**config.mk**
```make
export PLATFORM = sky130hd
export DESIGN_NAME = piezo_keyboard
export DESIGN_NICKNAME = d
export VERILOG_FILES = /design/src/rtl/piezo_keyboard.sv
export SDC_FILE = /design/constraint.sdc
export NUM_CORES = 1
export LEC_CHECK = 0
export CAP_MARGIN = 20
export CORE_MARGIN = 3
export CORE_UTILIZATION = 38
export DETAILED_ROUTE_END_ITERATION = 7
export PLACE_DENSITY = 0.56
export SYNTH_ARGS = -nofsm -noshare
export SYNTH_HDL_FRONTEND = slang
export SYNTH_SLANG_ARGS = --single-unit
```
**constraint.sdc**
```tcl
create_clock -name clk -period 3.1 [get_ports clk]
set_input_delay 0.62 -clock clk [delete_from_list [all_inputs] [get_ports clk]]
set_output_delay 0.62 -clock clk [all_outputs]
set_load 0.05 [all_outputs]
```
**src/rtl/piezo_keyboard.sv**
```systemverilog
// piezo_keyboard: eight-key square-wave tone generator with 7-segment note display.
// Define PIEZO_SUSTAIN_EN to keep the last note sounding for SUSTAIN_CYCLES after release.
module piezo_keyboard #(
  parameter int DIV_SHIFT      = 0,
  parameter int SUSTAIN_CYCLES = 25000000
) (
  input  logic       clk,
  input  logic       rst_n,
  input  logic [7:0] sw,
  input  logic [1:0] octave,
  output logic [7:0] FND_out,
  output logic       piezo_out
);
`ifdef PIEZO_SUSTAIN_EN
  typedef enum logic [1:0] {IDLE, PLAY, SUSTAIN} state_t;
  localparam int SW = $clog2(SUSTAIN_CYCLES + 1);
  logic [SW-1:0] sus_q, sus_d;
`else
  typedef enum logic [1:0] {IDLE, PLAY} state_t;
  logic unused_sus;
  assign unused_sus = ^SUSTAIN_CYCLES;
`endif
  localparam logic [16:0] BASE [8] = '{17'd95556, 17'd85131, 17'd75843, 17'd71586,
                                       17'd63776, 17'd56818, 17'd50619, 17'd47778};
  localparam logic [7:0] CODE [8] = '{8'h60, 8'hDA, 8'hF2, 8'h66, 8'hB6, 8'hBE, 8'hE0, 8'hFE};
  state_t      state_q, state_d;
  logic [7:0]  sw_q, fnd_q, fnd_d;
  logic [1:0]  oct_q, noct_q, noct_d;
  logic [2:0]  note_q, note_d, idx;
  logic [16:0] cnt_q, cnt_d, h_raw, hp;
  logic        pz_q, pz_d, act, chg, tick;
  always_comb begin
    idx = 3'd0;
    for (int i = 7; i >= 0; i--) if (sw_q[i]) idx = 3'(i);
  end
  // Tone timing follows the latched (sounding) note, not the live keys.
  assign h_raw = BASE[note_q] >> (DIV_SHIFT + int'(noct_q));
  assign hp    = (h_raw < 17'd2) ? 17'd2 : h_raw;
  assign act   = |sw_q;
  assign chg   = (idx != note_q) || (oct_q != noct_q);
  assign tick  = cnt_q == hp - 17'd1;
  always_comb begin
    state_d = state_q;
    note_d  = note_q;
    noct_d  = noct_q;
    cnt_d   = tick ? 17'd0 : cnt_q + 17'd1;
    pz_d    = pz_q ^ tick;
`ifdef PIEZO_SUSTAIN_EN
    sus_d   = sus_q + SW'(1);
`endif
    case (state_q)
      IDLE: begin
        cnt_d = 17'd0;
        pz_d  = 1'b0;
        if (act) begin
          state_d = PLAY;
          note_d  = idx;
          noct_d  = oct_q;
        end
      end
      PLAY:
        if (!act) begin
`ifdef PIEZO_SUSTAIN_EN
          state_d = SUSTAIN;
          sus_d   = '0;
`else
          state_d = IDLE;
          cnt_d   = 17'd0;
          pz_d    = 1'b0;
`endif
        end else if (chg) begin
          note_d = idx;
          noct_d = oct_q;
          cnt_d  = 17'd0;
          pz_d   = 1'b0;
        end
`ifdef PIEZO_SUSTAIN_EN
      SUSTAIN:
        if (act) begin
          state_d = PLAY;
          if (chg) begin
            note_d = idx;
            noct_d = oct_q;
            cnt_d  = 17'd0;
            pz_d   = 1'b0;
          end
        end else if (sus_q == SW'(SUSTAIN_CYCLES - 1)) begin
          state_d = IDLE;
          cnt_d   = 17'd0;
          pz_d    = 1'b0;
        end
`endif
      default: state_d = IDLE;
    endcase
    // Display is derived from next state so it lands 2 clocks after sw.
    fnd_d = (state_d == IDLE) ? 8'h00 : {CODE[note_d][7:1], noct_d != 2'd0};
  end
  always_ff @(posedge clk) begin
    if (!rst_n) begin
      state_q <= IDLE;
      sw_q    <= 8'd0;
      oct_q   <= 2'd0;
      note_q  <= 3'd0;
      noct_q  <= 2'd0;
      cnt_q   <= 17'd0;
      pz_q    <= 1'b0;
      fnd_q   <= 8'h00;
`ifdef PIEZO_SUSTAIN_EN
      sus_q   <= '0;
`endif
    end else begin
      state_q <= state_d;
      sw_q    <= sw;
      oct_q   <= octave;
      note_q  <= note_d;
      noct_q  <= noct_d;
      cnt_q   <= cnt_d;
      pz_q    <= pz_d;
      fnd_q   <= fnd_d;
`ifdef PIEZO_SUSTAIN_EN
      sus_q   <= sus_d;
`endif
    end
  end
  assign FND_out   = fnd_q;
  assign piezo_out = pz_q;
endmodule

```
==> run metrics <==
Simple-Gate Fraction of Synth Area=24.7%; max-cap violations=0; Fmax achieved=321 MHz; crit path DAT=3340 ps; Residual DRC=0; Total Power=1.60 mW; RR Startpoint=note_q[0]$_SDFF_PN0_; total gr overflow=0; largest family of logic cells by synthesized area=simple AND/OR/NAND/NOR gates; antenna diode count=0; P per Cell Area=396 nW/um^2; register bit total from synthesis=43; Post-Synth Adder-Cell Area=6.00%; Hold/Removal Path Class=reg -> reg; Clock Pin Slew Worst Setup and Hold Paths=80 ps; slew margin rel.=56.8%; area of the multi-input gates=2240 um^2; Cells after DPL=519; Crit path largest cell delay=560 ps; via density per instance=5.25; Area Growth Syn to Fin=29.0%; worst-margin pin slew=647 ps; Syn Inst Count=376; wire length per cell=14.7 um; crit path launch=note_q[0]$_SDFF_PN0_; worst path required time=3330 ps; slowest stage cell, crit path=or4_4; RePlAce Congestion=0.979; CP Cell Sequence=buf_4 -> ha_2 -> and3b_1 -> or3_4 -> buf_4 -> mux2i_4 -> xor2_1 -> xnor2_1 -> a31oi_1 -> or4_4 -> or3_1 -> a21oi_1; ys flop type=dfxtp_1; period utilization=101%; I/O Buffers=20; FF/Latch Area=870 um^2; Worst VDD drop=299 uV; number of filler cells placed in the layout=758; sequential area share after synthesis=27.5%; Final HPWL DP=6000 um; Post-synth ARST share=0%; Nets=458; DRT Wirelength=7850 um; met3 WL=264 um; crit path kind=reg -> reg; Routed Antenna Nets=0; share of cells above drive strength 1=23.4%; worst hold start=piezo_out$_SDFF_PN0_; average footprint of a synthesized cell=8.32 um^2; commonest non-fill, non-tap cell in the layout=nor2_1; Post-Syn Area=3130 um^2; most repeated library cell on the critical path=buf_4; count of different cell masters after synthesis=65; Pins Over Slew Limit=0; met2 WL=3660 um; vias in the first global route=2798; Max H-tree Level=2; Max Buffers Root-to-Sink=2; antenna violations before repair=0; Syn. warnings=0; M1 WL=3750 um; violation count after the first detailed-routing iteration=203; I/O Pins=21; EDFF count, synth=0; Clock Sinks=43; first-pass GRT wire length=13100 um; most frequent cells in the layout=42 x nor2_1, 41 x buf_4, 40 x dfxtp_1; worst setup slack after layout=-16.3 ps; Leak=1.54 nW; RSZ-0062 raised after global routing=yes; final hold violations=0; CTS tree=built; core area=7850 um^2; final worst path period need=3120 ps; CP Max Fanout=5; hold_buf cts=0; Die X=96.7 um; total CTS buffers=5; violated checks=setup timing; finished layout cell area=4030 um^2; CP endpoint kind=flop; Synth Area in XOR/XNOR=10.9%; run status=finished, violations left; drt pass-1 iters=4; Fin Hold WS=510 ps; endpoints failing setup=1; Initial Util=39.9%; row count=32; Setup Skew=8.26 ps; GRT Total Usage=16.9%; Die Height=96.7 um; routed vias=2801; Root Buffer=clkbuf_8; mux contribution to synthesized area=4.64%; Clock Latency Late Sink=300 ps; Worst Setup Start Kind=flop; DR top layer=met4; total die area=9360 um^2; largest net degree at the start of global routing=24; Synth Area in Compound Gates=19.9%; fin cells=534; Syn Nets=403; placed cell area=3720 um^2
==> cells by family (layout without fill, tap and decap cells) <==
kind of cell             Yosys count  after routing
AND/OR/NAND/NOR                  146            146
AO/OA/AOI/OAI                     85             85
flip-flops                        43             43
XOR/XNOR                          38             38
buffers and inverters             36             92
adder cells (fa/ha/maj)           15             15
multiplexers                      12             12
other                              1              1
==> cells in the mapped netlist (all sizes together) (3+ instances only) <==
cell type	count	area share, %
o31ai	3	0.88
nor4	4	0.80
clkbuf	4	0.48
mux2i	10	3.2
a211oi	5	1.4
o21bai	3	1.1
ha	15	6.0
inv	17	2.0
buf	15	3.7
nand4	3	0.60
nand3b	5	1.2
nand3	11	1.8
a31oi	3	0.60
a21oi	25	4.0
nand2b	6	1.2
dfxtp	43	28
nor2b	7	1.4
nor3b	3	0.72
o211ai	4	0.96
and2	15	3.0
nor3	12	1.9
nand2	16	1.9
xor2	20	5.8
o21a	4	0.96
nor2	46	5.5
o21ai	14	2.2
a2111oi	4	2.2
and3b	3	0.84
xnor2	18	5.0
and3	7	1.4
==> where the power goes <==
group | leakage, nW | switching (mW) | internal (mW) | total (mW)
Combinational | 1.13 | 0.298 | 0.272 | 0.570
Clock | 0.0581 | 0.197 | 0.240 | 0.437
Sequential | 0.354 | 0.0186 | 0.573 | 0.591
==> registers in the layout, summed over array words and instances (netlist names) <==
register,count
cnt_q,17
noct_q,2
oct_q,2
sw_q,8
note_q,3
piezo_out,1
FND_out,8
state_q,2
==> path summary, 6_finish.rpt <==
| check | end | slack, ps | depth (start not counted) |
|---|---|---|---|
| worst max-delay path | piezo_out$_SDFF_PN0_ | -20 | 12 |
| worst min register to register | piezo_out$_SDFF_PN0_ | 510 | 2 |
| worst min-delay path | piezo_out$_SDFF_PN0_ | 510 | 2 |
| worst max register to register | piezo_out$_SDFF_PN0_ | -20 | 12 |
==> critical path: cells and delay by family (launching register included) <==
family          cells  cell delay (ps)
mux                 1              150
xor+xnor            2              380
fa+ha+maj           1              210
simple gates        4             1400
flops               1              370
buf+inv             2              310
compound gates      2              240
==> through the flow <==
stage	setup TNS, ps	utilization [%]	setup WS [ps]
5_1_grt	-2550	51.4	-171
6_report	-16.3	51.4	-16.3
3_5_place_dp	-1470	47.4	-102
3_3_place_gp	-1280	47.4	-99.8
4_1_cts	-23.9	50.0	-23.9
2_1_floorplan	0	-	18.7
==> routing by layer <==
| layer | vias to the layer above | track usage [%] |
|---|---|---|
| met4 | 0 | 6.26 |
| met1 | 1306 | 22.1 |
| met5 | - | 0 |
| met3 | 14 | 2.81 |
| met2 | 52 | 28.1 |
| li1 | 1429 | - |
==> cell type report <==
type,instances,share of cell area (%)
multi-input cells,297,55.6
flip-flops and latches,43,21.6
repair buffers,67,15.1
clock buffers,5,1.71
well taps,102,3.16
clock inverters,3,1.09
inverters,17,1.77
==> timing repair <==
item | 4_1_cts | 5_1_grt
resized for setup | 15 | 18
pin swaps | 3 | 8
setup buffers | 3 | 4
setup endpoints to repair | 18 | 18
Power figures use the tool's default switching activity.
